<file path="src/rtl/bus_router.sv">
// Address-decoding request router: one master, NSLV slaves, single outstanding transaction.
// Latency: s_req one cycle after an accepted m_req; m_resp in the same cycle as the slave response.
// Backpressure: none; a new request is taken only in IDLE or alongside a response, otherwise dropped.

`ifndef XLEN
`define XLEN 32
`endif
`ifndef BUS_WIDTH
`define BUS_WIDTH 32
`endif
`ifndef BUS_ACC_CNT
`define BUS_ACC_CNT 4
`endif

module bus_router #(
    parameter int                      NSLV    = 4,
    parameter logic [NSLV*`XLEN-1:0]   BASE    = {32'h4000_0000, 32'h2000_0000, 32'h1000_0000, 32'h0000_0000},
    parameter logic [NSLV*`XLEN-1:0]   MASK    = {4{32'hF000_0000}},
    parameter int                      TIMEOUT = 255
) (
    input  logic                            clk,
    input  logic                            rst,
    input  logic [`XLEN-1:0]                m_addr,
    input  logic                            m_w_rb,
    input  logic [$clog2(`BUS_ACC_CNT)-1:0] m_acc,
    input  logic [`BUS_WIDTH-1:0]           m_wdata,
    input  logic                            m_req,
    output logic                            m_resp,
    output logic [`BUS_WIDTH-1:0]           m_rdata,
    output logic                            m_fault,
    output logic                            timeout,
    output logic [`XLEN-1:0]                s_addr,
    output logic                            s_w_rb,
    output logic [$clog2(`BUS_ACC_CNT)-1:0] s_acc,
    output logic [`BUS_WIDTH-1:0]           s_wdata,
    output logic [NSLV-1:0]                 s_req,
    input  logic [NSLV-1:0]                 s_resp,
    input  logic [NSLV*`BUS_WIDTH-1:0]      s_rdata
);

    localparam int XL = `XLEN;
    localparam int BW = `BUS_WIDTH;
    localparam int AW = $clog2(`BUS_ACC_CNT);
    localparam int SW = (NSLV > 1) ? $clog2(NSLV) : 1;

    typedef enum logic [1:0] {IDLE, WAIT, ERR} state_t;

    state_t          state;
    logic [SW-1:0]   sel;
    logic [15:0]     cnt;
    logic [NSLV-1:0] s_req_q;

    logic            hit;
    logic [SW-1:0]   hit_idx;
    logic            misalign;
    logic            bad;
    logic            ack;
    logic            expire;
    logic            err_resp;
    logic            accept;
    logic [BW-1:0]   sel_rdata;

    // Region decode; scanning downwards lets the lowest matching index win.
    always_comb begin
        hit     = 1'b0;
        hit_idx = '0;
        for (int k = NSLV - 1; k >= 0; k--) begin
            if ((m_addr & MASK[k*XL +: XL]) == BASE[k*XL +: XL]) begin
                hit     = 1'b1;
                hit_idx = SW'(k);
            end
        end
    end

    assign misalign = ((m_acc == AW'(1)) && m_addr[0])
                   || ((m_acc == AW'(2)) && (m_addr[1:0] != 2'b00))
                   || (m_acc > AW'(2));
    assign bad      = !hit || misalign;

    // Response sources; everything is gated by rst so an abandoned transaction never answers.
    assign sel_rdata = s_rdata[sel*BW +: BW];
    assign ack       = !rst && (state == WAIT) && s_resp[sel];
    assign expire    = !rst && (state == WAIT) && !s_resp[sel] && (cnt == 16'(TIMEOUT));
    assign err_resp  = !rst && (state == ERR);

    assign m_resp  = ack || expire || err_resp;
    assign m_rdata = ack ? sel_rdata : '0;
    assign timeout = expire;

    // A request may overlap the response that retires the previous one.
    assign accept  = !rst && m_req && ((state == IDLE) || m_resp);
    assign m_fault = accept && bad;
    assign s_req   = s_req_q & {NSLV{~rst}};

    // Transaction state, selected slave, wait counter and the one-shot slave request.
    always_ff @(posedge clk) begin
        if (rst) begin
            state   <= IDLE;
            s_req_q <= '0;
            cnt     <= '0;
        end else begin
            s_req_q <= '0;
            if (accept) begin
                if (bad) begin
                    state <= ERR;
                end else begin
                    state   <= WAIT;
                    sel     <= hit_idx;
                    cnt     <= '0;
                    s_req_q <= NSLV'(1) << hit_idx;
                end
            end else if (m_resp) begin
                state <= IDLE;
            end else if (state == WAIT) begin
                cnt <= cnt + 16'd1;
            end
        end
    end

    // Request fields broadcast to all slaves; only meaningful alongside s_req, so no reset.
    always_ff @(posedge clk) begin
        if (accept && !bad) begin
            s_addr  <= m_addr;
            s_w_rb  <= m_w_rb;
            s_acc   <= m_acc;
            s_wdata <= m_wdata;
        end
    end

endmodule

</file>
<file path="config.mk">
export PLATFORM = sky130hd
export DESIGN_NAME = bus_router
export DESIGN_NICKNAME = d
export VERILOG_FILES = /design/src/rtl/bus_router.sv
export SDC_FILE = /design/constraint.sdc
export NUM_CORES = 1
export LEC_CHECK = 0
export CELL_PAD_IN_SITES_DETAIL_PLACEMENT = 0
export CELL_PAD_IN_SITES_GLOBAL_PLACEMENT = 2
export CORE_MARGIN = 1
export CORE_UTILIZATION = 22
export DETAILED_ROUTE_END_ITERATION = 7
export PLACE_DENSITY = 0.87
export RECOVER_POWER = 25
export SETUP_SLACK_MARGIN = 0.2
export SLEW_MARGIN = 20
export SYNTH_ARGS = -nofsm -noshare
export SYNTH_HDL_FRONTEND = slang
export SYNTH_SLANG_ARGS = --single-unit
</file>
<file path="constraint.sdc">
create_clock -name clk -period 8.1 [get_ports clk]
set_clock_uncertainty 0.15 [all_clocks]
set_input_delay 1.62 -clock clk [delete_from_list [all_inputs] [get_ports clk]]
set_output_delay 1.62 -clock clk [all_outputs]
set_load 0.02 [all_outputs]
</file>
==> results of run 1 <==
## per-stage QoR
stage | hold slack, ns | power (mW) | worst slack [ns] | instance area [um2]
2_1_floorplan | 0.336 | 0.569 | 3.41 | 4410
3_3_place_gp | 0.363 | 0.685 | 2.24 | 7780
3_5_place_dp | 0.375 | 0.689 | 2.18 | 7780
4_1_cts | 0.386 | 1.10 | 2.16 | 8070
5_1_grt | 0.438 | 1.12 | 1.95 | 8070
6_report | 0.385 | 1.08 | 2.17 | 8070
## report_power, final
part | internal [mW] | switching (mW) | total, mW
logic | 0.113 | 0.0480 | 0.161
registers | 0.508 | 0.00299 | 0.511
clock network | 0.214 | 0.191 | 0.405
total | 0.835 | 0.242 | 1.08
## cells in the mapped netlist (2+ instances only)
master | number | share of area
sky130_fd_sc_hd__nand3_1 | 8 | 0.0091
sky130_fd_sc_hd__xor2_1 | 2 | 0.0040
sky130_fd_sc_hd__nand4_1 | 4 | 0.0057
sky130_fd_sc_hd__nand2_1 | 16 | 0.014
sky130_fd_sc_hd__and2_1 | 3 | 0.0043
sky130_fd_sc_hd__a22o_1 | 4 | 0.0079
sky130_fd_sc_hd__o21ai_0 | 4 | 0.0045
sky130_fd_sc_hd__edfxtp_1 | 69 | 0.47
sky130_fd_sc_hd__nand2b_1 | 5 | 0.0071
sky130_fd_sc_hd__mux4_2 | 33 | 0.17
sky130_fd_sc_hd__xnor2_1 | 3 | 0.0060
sky130_fd_sc_hd__nor2b_1 | 37 | 0.052
sky130_fd_sc_hd__o2bb2ai_1 | 2 | 0.0040
sky130_fd_sc_hd__and3_1 | 2 | 0.0028
sky130_fd_sc_hd__nor2_1 | 11 | 0.0094
sky130_fd_sc_hd__clkbuf_1 | 12 | 0.010
sky130_fd_sc_hd__nor3_1 | 10 | 0.011
sky130_fd_sc_hd__nor4_1 | 5 | 0.0071
sky130_fd_sc_hd__or3_1 | 4 | 0.0057
sky130_fd_sc_hd__a21oi_1 | 9 | 0.010
sky130_fd_sc_hd__dfxtp_1 | 22 | 0.10
sky130_fd_sc_hd__o31a_1 | 2 | 0.0040
sky130_fd_sc_hd__inv_1 | 8 | 0.0068
sky130_fd_sc_hd__o21ai_2 | 2 | 0.0040
sky130_fd_sc_hd__or2_2 | 2 | 0.0028
sky130_fd_sc_hd__a31o_2 | 7 | 0.014
## cell families after synthesis
kind of cell             synth area share
AO/OA/AOI/OAI                      0.0738
XOR/XNOR                          0.00993
adder cells (fa/ha/maj)           0.00511
buffers and inverters              0.0196
flip-flops                          0.570
multiplexers                        0.171
AND/OR/NAND/NOR                     0.151
## how the worst min path moves through the flow
| stage | startpoint | endpoint | slack, ns | cells past startpoint |
|---|---|---|---|---|
| after floorplan | state[0]$_SDFFE_PP0P_ | state[0]$_SDFFE_PP0P_ | 0.34 | 2 |
| after global placement | state[0]$_SDFFE_PP0P_ | state[0]$_SDFFE_PP0P_ | 0.36 | 2 |
| after detailed placement | state[0]$_SDFFE_PP0P_ | state[0]$_SDFFE_PP0P_ | 0.37 | 2 |
| after CTS | state[0]$_SDFFE_PP0P_ | state[0]$_SDFFE_PP0P_ | 0.39 | 2 |
| after global routing | state[0]$_SDFFE_PP0P_ | state[0]$_SDFFE_PP0P_ | 0.44 | 2 |
| final | state[0]$_SDFFE_PP0P_ | state[0]$_SDFFE_PP0P_ | 0.38 | 2 |
## state kept, by name (all words and copies together), names as in the netlist
signal / flops
cnt: 16
s_req_q: 4
s_addr: 32
state: 2
s_w_rb: 1
s_acc: 2
s_wdata: 32
sel: 2
## final cells by class
cell class	count	area, um2	share of cell area
timing repair buffer	310	3100	0.384
sequential	91	2510	0.311
multi-input combinational	198	1810	0.224
tap	265	332	0.0411
clock buffer	9	225	0.0279
clock inverter	7	60.1	0.00744
inverter	8	30.0	0.00372
antenna	1	2.50	0.000310
## routing by layer
metal | vias to the layer above | part of all wire | GRT usage
met3 | 25 | 0.084 | 0.0487
met5 | - | 0 | 0
li1 | 1833 | - | -
met2 | 152 | 0.54 | 0.275
met1 | 1912 | 0.36 | 0.154
met4 | 0 | 0.019 | 0.0526
## worst register-to-register path: cells and delay by family, from the launching register on
| family | cells | cell delay (ns) |
|---|---|---|
| AND/OR/NAND/NOR | 2 | 0.45 |
| multiplexers | 1 | 0.72 |
| flip-flops | 1 | 0.32 |
| AO/OA/AOI/OAI | 1 | 0.25 |
| buffers and inverters | 3 | 1.23 |
==> results.txt, run 1 <==
The run gives 0.413 as the core utilization of the finished layout. The largest individual stage delay along the critical path comes from the cell sky130_fd_sc_hd__clkdlybuf4s50_1. During synthesis, Yosys emitted a total of 0 warnings. For the pin with the worst max-slew slack, the measured transition is 0.858 ns. The first routing iteration left 189 violations. For this run, the top clock speed supported by timing is 169 MHz.

The portion of the clock cycle consumed by the worst path in the final layout is 0.732. The overall fraction of global-route tracks in use was 0.148. The core region area was 19500 um2. For this design the static power due to leakage is 2.70 nW.

The area growth from synthesis to layout is 83.0%. The first global-routing pass estimated 22300 um of wire. The tools report the number of setup buffers added after CTS as 0. The worst register-to-register path begins at sel[0]$_DFFE_PP_. The worst setup path is captured at a primary output. Number of buffers created by CTS: 9.

In this run, placement finished with an instance count of 872. Setup repair after global routing left no endpoint under its margin. The floorplan has 51 rows. Leaving out fill and tap cells, the most frequent cell in the layout is sky130_fd_sc_hd__clkdlybuf4s50_1.

The logs give 0.226 for the initial standard-cell utilization of the core and 3963 for the number of global-route vias before repair. Total length of routed wires: 15700 um. The logs give 310 for the post-synthesis cell count and 0 for the number of buffers added to fix hold violations after cts.

The worst setup path is of the in2out kind. The worst-case headroom to the max-slew limit is 0.428, and the proportion of synthesized flip-flops having asynchronous set or reset is 0. Leaving out fill and tap cells, the most frequent cells in the layout are 241 x sky130_fd_sc_hd__clkdlybuf4s50_1, 69 x sky130_fd_sc_hd__edfxtp_1, 66 x sky130_fd_sc_hd__dlygate4sd3_1, 37 x sky130_fd_sc_hd__nor2b_1, 33 x sky130_fd_sc_hd__mux4_2. The largest buffer count on any clock path was 2; the per-cell via count in the routed design was 4.41.

In the final routed layout, each cell accounts on average for 17.7 um. The number of non-filler instances in the completed layout came out at 889. In this run the worst setup path begins at rst.

The worst ir drop on vdd was 102 uV. Setup violations remaining at the end of the flow were counted as 0. The required time of the critical path is 6.33 ns.

During placement, the flow inserted port buffers numbering 307. Number of gates resized after cts: 0. The tree is rooted in a sky130_fd_sc_hd__clkbuf_16.

For this design the ratio of total power to cell area is 133 nW/um2. For this block, the via count after detailed routing is 3922. The cell that appears most often on the critical path is sky130_fd_sc_hd__clkdlybuf4s50_1.

Counting flops and latches in the post-synthesis netlist gives 91. The total nets after synthesis was 513; the data arrival time at the worst-slack endpoint was 4.16 ns. The endpoint of the worst setup timing path was m_rdata[15]. The tools report the startpoint kind of the worst setup timing path as an input port.

The net count of the finished layout is 821. CTS saw 91 sinks. The time the final worst path needs with I/O delays and setup was 5.93 ns; the placed wire-length estimate was 12700 um. Together, buffers and inverters on the worst path number 3. For the final hold violation count, the log shows 0.

Among all flip-flop cells after synthesis, the most frequent one is sky130_fd_sc_hd__edfxtp_1. Floorplan die area: 20600 um2. The die is 144 um tall.

The fraction of final layout cells with drive strength greater than 1 came out at 0.114. TritonCTS built the clock tree. Entering global routing, the biggest net connects 68 pins. The cell family contributing the most delay on the critical path is buffers and inverters.

In this run the count of I/O pins placed on the die edge is 308. The CTS clock-pin slew for the worst setup and hold paths is 0.06 ns. For the total standard cell area after synthesis, the log shows 4410 um2. The run finished with clean final reports. The detailed-router iteration count before antenna repair is 6. The number of H-tree levels is 3. The placer's final routability congestion estimate came out at 0.818. After routing, the total negative slack on setup checks comes to 0 ns. The max-slew violation total from the final report is 0, and the count of max-cap constraint violations is 0. The run gives 0.570 as the share of synthesized area occupied by flip-flops and latches. The kind of path behind the tightest hold check is reg2reg.

The critical path crosses 6 cells after its start point. After synthesis, the mean cell area works out to 14.2 um2. The number of antenna violations at the first check in global routing came out at 1. Fill cells in the final layout number 1833.

The highest net fanout along the worst path is 32, and the worst-skew pair later-pin latency is 0.35 ns. The tools report the slack of the worst reg-to-reg path as 4.56 ns. For the remaining antenna violation count after routing, the log shows 0. After global routing the overflow that remains totals 0. For this run, design rule violations remaining after detail routing come to 0. The die is 144 um wide. In this run, synthesis inferred 69 flip-flops with an integrated enable. The critical path goes through clkdlybuf4s50_1 -> inv_1 -> nand2_1 -> or2_2 -> nor2b_1 -> clkdlybuf4s50_1. The worst register-to-register path has a depth of 7. The end of the worst register-to-register path was s_addr[26]$_DFFE_PP_. The tools report the count of cell types in the netlist as 50. In this design, the stage delay of the slowest critical-path cell is 0.69 ns.
Note: power is estimated with default switching activity, not from simulation.
==> inputs of run 2 (changes only) <==
Settings changed: CORE_UTILIZATION 22 to 21, PLACE_DENSITY 0.87 to 0.84.
Clock period 8.1 ns to 6.2 ns, I/O delays scaled along.
==> run 2 against run 1 <==
Net effect: via count up 0.20%; routed wire length up 0.88%; cell count up 0.56%; sequential share of layout area down 0.077 points; die area up 4.7%.
==> results.txt, run 2 (same netlist as run 1, synthesis figures left out) <==
The critical path's largest stage delay was 0.74 ns. The tools report the residual overflow from global routing as 0. Category of the most critical setup path: in2out. The die is 147 um wide.

The number of failing setup endpoints in the final timing report is 0. The tools report the final-layout setup total negative slack as 0 ns. The total length of routed wires was 15900 um; the core region area was 20400 um2. Once detail routing completed, the nets flagged for antenna violations numbered 0. In this design, the largest share of critical-path delay is due to buffers and inverters. The worst-path cell with the longest stage delay was sky130_fd_sc_hd__clkdlybuf4s50_1. In this run the register-to-register setup slack is 3.20 ns.

In this run the deepest clock path goes through 2 buffers. The tools report the timing-limited maximum frequency as 189 MHz. The worst-case headroom to the max-slew limit came out at 0.422. The tools report the number of antenna violations at the first check in global routing as 2. Setup repair after global routing left no endpoint under its margin. The placer's final routability congestion estimate came out at 0.872. For the number of H-tree levels, the log shows 3. By instance count, the cell type seen most on the critical path is sky130_fd_sc_hd__clkdlybuf4s50_1. The number of buffers created by CTS is 9. STA classifies the critical path endpoint as a primary output. Entering global routing, the biggest net connects 68 pins. Dividing the detail-routed wire length by the instance count gives 17.7 um. In the routed design, unresolved DRC markers number 0.

The tools report the worst ir drop on vdd as 134 uV. The final hold violation count was 0; the max-slew violation total from the final report was 0. Buffers added to address setup during post-CTS repair amount to 0. The tools report the number of buffers added to fix hold violations after cts as 0. Leaving out fill and tap cells, the most frequent cells in the layout are 241 x sky130_fd_sc_hd__clkdlybuf4s50_1, 69 x sky130_fd_sc_hd__edfxtp_1, 66 x sky130_fd_sc_hd__dlygate4sd3_1, 37 x sky130_fd_sc_hd__nor2b_1, 33 x sky130_fd_sc_hd__mux4_2. The fraction of final layout cells with drive strength greater than 1 was 0.113.

The initial standard-cell utilization of the core came out at 0.216. Dividing total power by cell area gives a power density of 176 nW/um2. The number of gates resized after CTS was 0.

Placed wire-length estimate: 12800 um. The signal on the critical path passes through clkdlybuf4s50_1 -> inv_1 -> nand2_1 -> or2_2 -> nor2b_1 -> clkdlybuf4s50_1. The startpoint kind of the worst setup timing path is an input port. For the worst flop-to-flop path, the logic depth is 6. STA puts the critical path data required time at 4.81 ns.

The worst-skew pair later-pin latency is 0.33 ns. At the pin with the least slew margin, the transition time is 0.867 ns. After floorplanning, the core was divided into 52 placement rows. The largest registers in the layout are s_addr: 32 flops, s_wdata: 32 flops, cnt: 16 flops. The first global-routing pass estimated 23600 um of wire. The portion of the clock cycle consumed by the worst path in the final layout came out at 0.853. TritonCTS built the clock tree. CTS clock-pin slew for the worst setup and hold paths: 0.06 ns.

The endpoint identified for the worst register-to-register timing path is s_addr[23]$_DFFE_PP_. Time the final worst path needs with I/O delays and setup: 5.29 ns. The final route contains 3930 vias. Using the TritonRoute via totals, the vias-per-cell ratio works out to 4.40. The tree built by TritonCTS fans out to 91 sinks.

The tree is rooted in a sky130_fd_sc_hd__clkbuf_16. After the last flow step, the layout net total stands at 821. Data arrives at the worst endpoint at 3.90 ns. Violation count after the first detailed-route iteration: 161. The overall fraction of global-route tracks in use is 0.144, and the number of global-route vias before repair is 4125. The first detailed-routing pass ran for 4 iterations. Count of buffers inserted at the top-level ports: 307. The flow ran to the end, and the final reports show no timing, DRC or antenna violations. Across the run, the number of max-cap violations was 0. In this run the critical register-to-register path is launched from sel[0]$_DFFE_PP_. Of all nets on the critical path, the largest fanout is 32. The most frequent standard cell in the layout excluding fill and tap cells was sky130_fd_sc_hd__clkdlybuf4s50_1. Area growth from synthesis to layout: 83.4%. For hold timing, the worst endpoint is state[0]$_SDFFE_PP0P_.

The launch point of the worst hold path is state[0]$_SDFFE_PP0P_. Worst setup margin: 0.912 ns. The worst hold path belongs to the class reg2reg.

The worst hold path passes through 2 cells. In this run the static leakage power is 2.70 nW. Power consumption: 1.42 mW. The logs give 308 for the number of ports placed on the die boundary and 0.911 ns for the pre-CTS setup slack.

Together, buffers and inverters on the worst path number 3. The floorplan die height was 147 um. The floorplan step defined a die boundary enclosing 21600 um2.
[run 2: changes by cell type in the layout (fill, tap and decap cells not counted)]
cell	change
sky130_fd_sc_hd__clkinv_2	-1
sky130_fd_sc_hd__inv_8	-2
sky130_fd_sc_hd__inv_6	+1
sky130_fd_sc_hd__diode_2	+1
sky130_fd_sc_hd__bufinv_16	+1
[run 2: per-stage QoR]
step,util,std cells,hold WS [ns],cell area (um2)
after floorplan,-,310,0.336,4410
after detailed placement,0.381,877,0.373,7790
after CTS,0.396,892,0.385,8080
after global placement,0.381,877,0.364,7790
after global routing,0.396,894,0.428,8090
final,0.396,894,0.387,8090
[run 2: where the power goes]
group	internal [mW]	total [mW]	switching, mW	leakage [nW]
Clock	0.314	0.546	0.232	0.139
Combinational	0.147	0.209	0.0622	1.76
Sequential	0.664	0.668	0.00416	0.799
Total	1.13	1.42	0.298	2.70
[run 2: worst register-to-register path, delay by kind of cell (launching register included)]
family                 cells  cell delay (ns)
AO/OA/AOI/OAI              1             0.24
buffers and inverters      2             0.71
AND/OR/NAND/NOR            2             0.46
multiplexers               1             0.62
flip-flops                 1             0.37
[run 2: routing by layer]
layer / global-route usage / routed length (um) / up-vias
met4: 0.0469 / 266 / 0
met1: 0.151 / 5740 / 1911
met2: 0.269 / 8580 / 164
met5: 0 / 0 / -
li1: - / - / 1835
met3: 0.0450 / 1270 / 20
[run 2: how the worst max path moves through the flow]
stage | to | slack [ns] | depth (start not counted) | startpoint
after CTS | m_rdata[7] | 0.90 | 6 | rst
after detailed placement | m_rdata[7] | 0.91 | 6 | rst
after global placement | m_rdata[2] | 1.07 | 6 | rst
after global routing | m_rdata[17] | 0.72 | 6 | rst
after floorplan | s_acc[0]$_DFFE_PP_ | 1.97 | 5 | s_resp[3]
final | m_rdata[7] | 0.91 | 6 | rst
[run 2: cell type report]
cell class / count / area [um2]
Inverter: 8 / 30.0
Sequential cell: 91 / 2510
Clock buffer: 9 / 225
Fill cell: 1954 / 12300
Clock inverter: 6 / 71.3
Timing Repair Buffer: 310 / 3100
Tap cell: 270 / 338
Antenna cell: 2 / 5.00
Multi-Input combinational cell: 198 / 1810
